$ cat config.mk
export PLATFORM = sky130hd
export DESIGN_NAME = kf_meas_conditioner
export DESIGN_NICKNAME = d
export VERILOG_FILES = /design/src/rtl/kf_pkg.sv /design/src/rtl/kf_boxcar_avg.sv /design/src/rtl/kf_meas_conditioner.sv
export SDC_FILE = /design/constraint.sdc
export NUM_CORES = 1
export LEC_CHECK = 0
export BUFFER_PORTS_ARGS = -buffer_cell sky130_fd_sc_hd__buf_2
export CAP_MARGIN = 5
export CORE_MARGIN = 2
export CORE_UTILIZATION = 55
export CTS_CLUSTER_SIZE = 16
export DETAILED_ROUTE_END_ITERATION = 10
export PLACE_DENSITY = 0.77
export SLEW_MARGIN = 20
export SYNTH_ARGS = -nofsm -noshare
export SYNTH_HDL_FRONTEND = slang
export SYNTH_HIERARCHICAL = 1
export SYNTH_SLANG_ARGS = --single-unit
$ cat constraint.sdc
create_clock -name clk -period 2.7 [get_ports clk]
set_input_delay 0.27 -clock clk [delete_from_list [all_inputs] [get_ports clk]]
set_output_delay 0.27 -clock clk [all_outputs]
set_load 0.05 [all_outputs]
$ cat src/rtl/kf_pkg.sv
// -----------------------------------------------------------------------------
// kf_pkg
// Shared types, defaults and helpers for the measurement-conditioning stage
// that sits in front of kalman_filter.
//
// Contents:
//   KF_SAMPLE_W, KF_Z_W, KF_LOG2_N, KF_OVF_CNT_W, KF_TIMEOUT_CYC
//                     default parameter values for the conditioner
//   kf_cond_state_t   issue FSM state (IDLE, WAIT)
//   sat_signed()      clamp a signed value into a 'width'-bit signed range
// -----------------------------------------------------------------------------
package kf_pkg;

  localparam int KF_SAMPLE_W    = 16;
  localparam int KF_Z_W         = 16;
  localparam int KF_LOG2_N      = 2;
  localparam int KF_OVF_CNT_W   = 8;
  localparam int KF_TIMEOUT_CYC = 64;

  // IDLE: free to issue the pending average.
  // WAIT: a measurement is outstanding in the filter.
  typedef enum logic {
    IDLE,
    WAIT
  } kf_cond_state_t;

  // Clamp 'value' to [-(2^(width-1)), 2^(width-1)-1]. The caller narrows the
  // 64-bit result back to 'width' bits, which is lossless after the clamp.
  function automatic logic signed [63:0] sat_signed(
    input logic signed [63:0] value,
    input int unsigned        width
  );
    logic signed [63:0] max_v;
    logic signed [63:0] min_v;
    max_v = (64'sd1 <<< (width - 1)) - 64'sd1;
    min_v = -(64'sd1 <<< (width - 1));
    if (value > max_v) begin
      return max_v;
    end else if (value < min_v) begin
      return min_v;
    end else begin
      return value;
    end
  endfunction

endpackage : kf_pkg

$ cat src/rtl/kf_boxcar_avg.sv
// -----------------------------------------------------------------------------
// kf_boxcar_avg
// Boxcar averager: sums 2^LOG2_N consecutive valid samples and produces their
// floor-mean, saturated to Z_W bits.
//
// The average is presented combinationally in the same cycle as the Nth
// sample, so the parent can capture it at that edge. This keeps the path
// "Nth sample in cycle t -> pending register at t+1" to a single register.
//
// Ports:
//   clk          in   system clock, rising edge
//   reset        in   synchronous, active-high reset (drops any partial sum)
//   i_s_data     in   raw signed sample
//   i_s_valid    in   i_s_data valid this cycle (always accepted)
//   o_avg_data   out  saturated floor-mean of the window (valid with strobe)
//   o_avg_valid  out  one-cycle strobe, high in the cycle of the Nth sample
// -----------------------------------------------------------------------------
module kf_boxcar_avg
  import kf_pkg::*;
#(
  parameter int SAMPLE_W = KF_SAMPLE_W,
  parameter int Z_W      = KF_Z_W,
  parameter int LOG2_N   = KF_LOG2_N
) (
  input  logic                       clk,
  input  logic                       reset,
  input  logic signed [SAMPLE_W-1:0] i_s_data,
  input  logic                       i_s_valid,
  output logic signed [Z_W-1:0]      o_avg_data,
  output logic                       o_avg_valid
);

  // LOG2_N guard bits make the N-sample sum overflow-free.
  localparam int ACC_W = SAMPLE_W + LOG2_N;

  logic signed [ACC_W-1:0]  r_acc;
  logic        [LOG2_N-1:0] r_cnt;

  logic signed [ACC_W-1:0]  w_sample_ext;
  logic signed [ACC_W-1:0]  w_sum;
  logic signed [ACC_W-1:0]  w_mean;
  logic                     w_last;

  // NOTE: every signal written in always_comb gets a value on every path
  // (here simply assigned unconditionally); a missing default infers a latch.
  always_comb begin
    w_sample_ext = $signed({{LOG2_N{i_s_data[SAMPLE_W-1]}}, i_s_data});
    w_sum        = r_acc + w_sample_ext;
    // Arithmetic shift of a signed value rounds toward -infinity.
    w_mean       = w_sum >>> LOG2_N;
    // r_cnt saturated at all-ones means this is sample N-1 of the window.
    w_last       = i_s_valid && (&r_cnt);
  end

  assign o_avg_data  = Z_W'(sat_signed(longint'(w_mean), Z_W));
  assign o_avg_valid = w_last;

  // NOTE: sequential state is updated with non-blocking assignments so every
  // flop samples pre-edge values, independent of statement order.
  always_ff @(posedge clk) begin
    if (reset) begin
      r_acc <= '0;
      r_cnt <= '0;
    end else if (i_s_valid) begin
      if (w_last) begin
        // Window complete: start the next one from zero.
        r_acc <= '0;
        r_cnt <= '0;
      end else begin
        r_acc <= w_sum;
        r_cnt <= r_cnt + LOG2_N'(1);
      end
    end
  end

endmodule : kf_boxcar_avg

$ cat src/rtl/kf_meas_conditioner.sv
// -----------------------------------------------------------------------------
// kf_meas_conditioner
// Upstream stage for kalman_filter. Boxcar-averages the raw sample stream,
// holds at most one pending average, and issues it to the filter as z with a
// one-cycle z_valid strobe whenever the filter is idle. The filter's x_valid
// rising edge marks completion; a filter that never answers is abandoned
// after TIMEOUT_CYC cycles and flagged with a sticky timeout_err.
//
// Ports:
//   clk          in   system clock, rising edge
//   reset        in   synchronous, active-high reset; clears all state
//   s_data       in   raw signed sample (SAMPLE_W)
//   s_valid      in   s_data valid; always accepted, no backpressure
//   kf_x_valid   in   filter output-valid; its rising edge means "done"
//   z            out  measurement to the filter (Z_W), held until next issue
//   z_valid      out  one-cycle strobe per issued measurement
//   busy         out  high while a measurement is outstanding (FSM in WAIT)
//   overrun_cnt  out  saturating count of overwritten pending averages
//   timeout_err  out  sticky; set when a filter wait times out
// -----------------------------------------------------------------------------
module kf_meas_conditioner
  import kf_pkg::*;
#(
  parameter int SAMPLE_W    = KF_SAMPLE_W,
  parameter int Z_W         = KF_Z_W,
  parameter int LOG2_N      = KF_LOG2_N,
  parameter int OVF_CNT_W   = KF_OVF_CNT_W,
  parameter int TIMEOUT_CYC = KF_TIMEOUT_CYC
) (
  input  logic                        clk,
  input  logic                        reset,
  input  logic signed [SAMPLE_W-1:0]  s_data,
  input  logic                        s_valid,
  input  logic                        kf_x_valid,
  output logic signed [Z_W-1:0]       z,
  output logic                        z_valid,
  output logic                        busy,
  output logic        [OVF_CNT_W-1:0] overrun_cnt,
  output logic                        timeout_err
);

  // Timer only has to reach TIMEOUT_CYC-1 before the FSM leaves WAIT.
  localparam int TMR_W = (TIMEOUT_CYC > 1) ? $clog2(TIMEOUT_CYC) : 1;

  // ---------------------------------------------------------------------------
  // Averager
  // ---------------------------------------------------------------------------
  logic signed [Z_W-1:0] w_avg_data;
  logic                  w_avg_valid;

  kf_boxcar_avg #(
    .SAMPLE_W (SAMPLE_W),
    .Z_W      (Z_W),
    .LOG2_N   (LOG2_N)
  ) u_boxcar (
    .clk         (clk),
    .reset       (reset),
    .i_s_data    (s_data),
    .i_s_valid   (s_valid),
    .o_avg_data  (w_avg_data),
    .o_avg_valid (w_avg_valid)
  );

  // ---------------------------------------------------------------------------
  // State
  // ---------------------------------------------------------------------------
  kf_cond_state_t         r_state;
  logic [TMR_W-1:0]       r_timer;
  logic                   r_kf_x_valid_q;

  logic signed [Z_W-1:0]  r_pend_data;
  logic                   r_pend_valid;
  logic [OVF_CNT_W-1:0]   r_overrun_cnt;

  logic signed [Z_W-1:0]  r_z;
  logic                   r_z_valid;
  logic                   r_timeout_err;

  logic                   w_done;
  logic                   w_consume;
  logic                   w_timer_expired;

  // Completion is the rising edge of the filter's output-valid, so a level
  // held high from a previous result never counts as a second done.
  assign w_done          = kf_x_valid & ~r_kf_x_valid_q;

  // The FSM takes the pending entry this cycle; a simultaneous new average
  // refills the slot without counting as an overrun.
  assign w_consume       = (r_state == IDLE) && r_pend_valid;

  assign w_timer_expired = (r_timer == TMR_W'(TIMEOUT_CYC - 1));

  always_ff @(posedge clk) begin
    if (reset) begin
      r_kf_x_valid_q <= 1'b0;
    end else begin
      r_kf_x_valid_q <= kf_x_valid;
    end
  end

  // ---------------------------------------------------------------------------
  // Pending register and overrun counter
  // ---------------------------------------------------------------------------
  // NOTE: r_pend_data is a plain register, not a memory, so it is reset along
  // with its valid bit; a stale value can never leak into z after reset.
  always_ff @(posedge clk) begin
    if (reset) begin
      r_pend_data   <= '0;
      r_pend_valid  <= 1'b0;
      r_overrun_cnt <= '0;
    end else begin
      if (w_avg_valid) begin
        // Newest average always wins the slot.
        r_pend_data  <= w_avg_data;
        r_pend_valid <= 1'b1;
        if (r_pend_valid && !w_consume && (r_overrun_cnt != '1)) begin
          r_overrun_cnt <= r_overrun_cnt + OVF_CNT_W'(1);
        end
      end else if (w_consume) begin
        r_pend_valid <= 1'b0;
      end
    end
  end

  // ---------------------------------------------------------------------------
  // Issue FSM, wait timer and registered outputs
  // ---------------------------------------------------------------------------
  always_ff @(posedge clk) begin
    if (reset) begin
      r_state       <= IDLE;
      r_timer       <= '0;
      r_z           <= '0;
      r_z_valid     <= 1'b0;
      r_timeout_err <= 1'b0;
    end else begin
      r_z_valid <= 1'b0;
      unique case (r_state)
        IDLE: begin
          if (r_pend_valid) begin
            r_z       <= r_pend_data;
            r_z_valid <= 1'b1;
            r_timer   <= '0;
            r_state   <= WAIT;
          end
        end
        WAIT: begin
          r_timer <= r_timer + TMR_W'(1);
          // A done in the same cycle as expiry takes precedence, so a filter
          // answering on its last allowed cycle is not flagged.
          if (w_done) begin
            r_state <= IDLE;
          end else if (w_timer_expired) begin
            r_timeout_err <= 1'b1;
            r_state       <= IDLE;
          end
        end
        default: begin
          r_state <= IDLE;
        end
      endcase
    end
  end

  assign z           = r_z;
  assign z_valid     = r_z_valid;
  assign busy        = (r_state == WAIT);
  assign overrun_cnt = r_overrun_cnt;
  assign timeout_err = r_timeout_err;

endmodule : kf_meas_conditioner

; ---- Word-level counts from Yosys, hierarchy flattened
; Cells that the tools add are included.
[op_classes]
n_addsub = 4
multipliers = 0
div_mod_pow = 0
order_cmp = 2
n_eq_ne = 3
shift = 0
mux = 12
bitwise = 4
reduce_logical = 11
[op_table]
columns = op, n
row1 = $mux 16, 2
row2 = $add 18x16->18, 1
row3 = $mux 18, 1
row4 = $gt 16x16->1 const B, 1
row5 = $lt 16x16->1 const B, 1
row6 = $pmux 6 s2, 1
row7 = $add 8x1->8 const B, 1
row8 = $ne 8x8->1 const B, 1
row9 = $add 6x1->6 const B, 1
row10 = $eq 6x6->1 const B, 1
row11 = $mux 6, 1
row12 = $reduce_and 2->1, 3
row13 = $mux 1, 5
row14 = $logic_and 1x1->1, 4
row15 = $not 1->1, 3
row16 = $reduce_and 3->1, 1
row17 = $add 2x1->2 const B, 1
row18 = $mux 2, 1
row19 = $ne 2x2->1 const B, 1
row20 = $pmux 1 s2, 1
row21 = $reduce_bool 2->1, 1
row22 = $reduce_or 2->1, 1
row23 = $and 1x1->1, 1
row24 = $logic_not 1->1, 1
[word_totals]
ff_bits = 71
latchBits = 0
ram_bits = 0
romBits = 0
output_inout_bits = 27
wordCells = 47
mem_count = 0

; ---- Depth between registers and ports, before layout
[logic_depth]
ltp_word = 6
depth_mapped = 11
ltp_nobuf = 10

; ---- By module
; The synthesis kept the hierarchy.
[modules_own_cells]
columns = module, n_inst, cells_each, area_each_um2, seq_area_each_um2
row1 = kf_meas_conditioner, 1, 182, 1896.8, 1021.0
row2 = kf_boxcar_avg, 1, 210, 1682.9, 400.4

; ---- Worst setup path after synthesis
; No wires, ideal clock.
[synth_path]
path_type = register to register
startpoint = register u_boxcar.r_acc[0]
endpoint = register r_pend_data[14]
arrival_time_ns = 2.197
path_slack_ns = 0.376
path_stages_with_launch = 12
n_path_buf = 1
synth_period_minus_slack_ns = 2.324
cell_sequence = dfxtp_1 ha_1 fa_1 a21oi_2 o21ai_1 a21oi_1 o21a_1 buf_6 nor3_1 a311o_1 mux2i_1 nor2_1
[synth_via]
elab_chain_len = 4
[synth_rtl]
columns = element, line_no
row1 = start: declaration, kf_boxcar_avg.sv:36  ; logic signed [ACC_W-1:0] r_acc;
row2 = start signal: assignment, kf_boxcar_avg.sv:70  ; r_acc <= w_sum;
row3 = $add 18x16->18 *, kf_boxcar_avg.sv:48  ; w_sum = r_acc + w_sample_ext;
row4 = $lt 16x16->1, kf_pkg.sv:39  ; end else if (value < min_v) begin
row5 = $mux 16, kf_pkg.sv:39
row6 = $mux 16 *, kf_pkg.sv:37  ; if (value > max_v) begin
row7 = named net w_avg_data[14], kf_meas_conditioner.sv:48  ; logic signed [Z_W-1:0] w_avg_data;
row8 = end signal: assignment, kf_meas_conditioner.sv:114  ; r_pend_data <= w_avg_data;
row9 = end: declaration, kf_meas_conditioner.sv:71  ; logic signed [Z_W-1:0] r_pend_data;
; The timed path passes the listed nets; every way through them passes the cells marked *.
; A chain may end at the register's enable or synchronous reset.

; ---- Worst setup path in the final report
; Ends and elaborated chain as after synthesis.

==> flow_summary.ini <==
[outcome]
status = complete, no violations

[logic_synthesis]
synthCells = 392
synth_edf_count = 0
async_reset_ff_frac = 0
avgSynthCellArea_um2 = 9.13
ys.flop_type = dfxtp_1
ys_seq_area_frac = 0.397
synth_fp_nets = 433
yosys_register_bits = 71
yosysWarnings = 6
synth.distinct_cells = 58
syn_area_um2 = 3580

[critical_path]
crit_path_max_fanout = 7
crit_type = flop to flop
endpoint_kind = flop
crit_required_ns = 2.93
cp-start-kind = flop
crit_path_top_delay_cell = fa_1
path_cells = ha_1 -> fa_1 -> a21oi_2 -> o21ai_1 -> a21oi_2 -> o21a_1 -> nor3_1 -> a311o_1 -> mux2i_1 -> nor2_1
path_common_cell = a21oi_2
arrival_ns = 2.73
max_stage_delay_ns = 0.42

[timing]
finClkSkew_ns = 0.00852
grt_setup_unrepaired = no
period_minus_slack_ns = 2.50
fmax_mhz = 400
worst_slew_pin_slew_ns = 0.682
finalSetupViolCount = 0
fin_crit_sh = 0.927
maxSlewViolCount = 0
whs_ns = 0.154
tns_ns = 0
hold_viol = 0
slew-limit-headroom = 0.545

[clock_network]
cts_setup_buffers = 0
cts_buffers = 9
cts.reportedPaths.clkPinSlew_ns = 0.08
cts_tree = done
cts-root-buf = clkbuf_8
cts_max_level = 3
clock_sinks = 71
clk_path_buf_depth = 2
worstSkewPairLatency_ns = 0.34

[floorplan]
placementRows = 29
start_util = 0.567
ios = 47
die_w_um = 84.7
dieArea_um2 = 7170
fp.dieH_um = 84.7
core_um2 = 6310

[routing]
vias = 3012
remaining_drc_errors = 0
wl_per_cell_um = 14.6
routed_wl_um = 7590
vias_per_cell = 5.79
dr.pass1.iters = 4
drtIter0Drc = 141
ant_nets = 0

[global_route]
antenna_found_initial = 0
grtUsageTotal = 0.217
grt_pass1_wl_um = 12700
grt_max_degree = 27
grt_pass1_vias = 2755
grt_overflow = 0

[pwr]
p_sw_mw = 0.818
p_int_mw = 1.88
irDropWorstVdd_mv = 0.408
p_leak_nw = 1.73
power.share.clock = 0.358
swShare = 0.303
seqPwrFrac = 0.418
comb_power_share = 0.225
power_density_nw_per_um2 = 658

[finish]
drive_above_1_share = 0.192
area_delta_synth_final_pct = 14.6
final_cell_area_um2 = 4100
mostFrequentLayoutCell = dfxtp_1
n_antenna_cell = 0
final_cell_mix = dfxtp_1 (71), buf_2 (46), nor2_1 (45)
fin_nets = 479

[placement]
dpl.hpwl_um = 5480
portBuffers = 46
gp_congestion = 0.976
dpl_cell_area_um2 = 3870

[hold_path]
hold_path.class = input pin to flop

[flow_run]
max-cap-violations = 0
-- final timing paths --
path	startpoint	to	slack [ns]	depth (start not counted)
min	kf_x_valid	r_kf_x_valid_q$_SDFF_PP0_	0.15	3
min reg2reg	r_pend_data[6]$_SDFFE_PP0P_	z[6]$_SDFFE_PP0P_	0.47	1
max reg2reg	u_boxcar/r_acc[0]$_SDFFE_PP0P_	r_pend_data[14]$_SDFFE_PP0P_	0.20	10
max	u_boxcar/r_acc[0]$_SDFFE_PP0P_	r_pend_data[14]$_SDFFE_PP0P_	0.20	10
-- kinds of logic (layout without fill, tap and decap cells) --
kind of cell / count (synthesis) / in the layout / synth area share
AND/OR/NAND/NOR: 130 / 130 / 0.185
AO/OA/AOI/OAI: 99 / 99 / 0.196
flip-flops: 71 / 71 / 0.397
buffers and inverters: 30 / 81 / 0.0381
adder cells (fa/ha/maj): 21 / 21 / 0.0755
multiplexers: 21 / 21 / 0.0591
XOR/XNOR: 20 / 20 / 0.0489
-- worst max-delay path: cells and delay by family (launching register included) --
family,cells,cell delay (ns)
DFF,1,0.32
AOI/OAI and AO/OA,5,1.16
adders and majority gates,2,0.63
and+or+nand+nor,2,0.12
muxes,1,0.15
-- synth_stat cells, drive strengths merged, types with 2 or more instances --
library cell / n / share of area
inv: 11 / 0.012
nor3: 6 / 0.0084
nor4: 2 / 0.0035
a21o: 3 / 0.0063
nor2b: 12 / 0.021
o21bai: 6 / 0.013
o31ai: 3 / 0.0063
a22o: 20 / 0.049
o21a: 4 / 0.0084
xor2: 8 / 0.020
o21ai: 11 / 0.015
and3: 4 / 0.0077
a31oi: 2 / 0.0035
ha: 20 / 0.070
o211ai: 2 / 0.0056
a211oi: 4 / 0.0098
mux2i: 20 / 0.056
nor2: 46 / 0.049
clkbuf: 10 / 0.010
nand3: 11 / 0.015
nand4: 11 / 0.023
nand2b: 3 / 0.0059
xnor2: 12 / 0.029
or4: 4 / 0.0084
buf: 9 / 0.016
nor4b: 2 / 0.0049
nand2: 20 / 0.021
dfxtp: 71 / 0.40
and2: 2 / 0.0035
a21oi: 30 / 0.043
or2: 4 / 0.0070
o311ai: 4 / 0.0098
-- state kept, by name, summed over array words and instances, names as in the netlist --
name	flops
busy	1
z	16
r_kf_x_valid_q	1
timeout_err	1
z_valid	1
r_timer	6
r_pend_valid	1
u_boxcar/r_acc	18
overrun_cnt	8
r_pend_data	16
u_boxcar/r_cnt	2
-- routing by layer --
| metal | routed length [µm] | global-route usage | part of all wire | vias up |
|---|---|---|---|---|
| met2 | 3550 | 0.348 | 0.47 | 63 |
| met1 | 3580 | 0.285 | 0.47 | 1407 |
| met5 | 0 | 0 | 0 | - |
| met4 | 131 | 0.0866 | 0.017 | 0 |
| li1 | - | - | - | 1528 |
| met3 | 320 | 0.0472 | 0.042 | 14 |
-- power by group through the flow --
stage	Combinational [mW]	Clock, mW	Sequential (mW)
2_1_floorplan	0.467	0	1.14
3_5_place_dp	0.593	0	1.15
4_1_cts	0.595	0.993	1.13
5_1_grt	0.670	1.03	1.13
3_3_place_gp	0.576	0	1.15
6_report	0.607	0.966	1.13
-- stage by stage --
step,setup WS [ns],util,instances,power (mW)
2_1_floorplan,0.376,-,392,1.61
3_3_place_gp,0.108,0.613,504,1.72
3_5_place_dp,0.0360,0.613,504,1.74
4_1_cts,0.111,0.649,520,2.71
5_1_grt,0.0792,0.650,520,2.83
6_report,0.198,0.650,520,2.70
-- what timing repair did --
action / CTS / global route
setup endpoints to repair: 0 / 1
resized for setup: 0 / 1
hold buffers: 0 / 0
-- area by class of cell --
type	count	area [µm²]
Timing Repair Buffer	54	290
Inverter	11	41.3
Fill cell	538	2210
Clock inverter	7	104
Tap cell	77	96.3
Sequential cell	71	1420
Clock buffer	9	124
Multi-Input combinational cell	291	2030
Note: power is estimated with default switching activity, not from simulation.
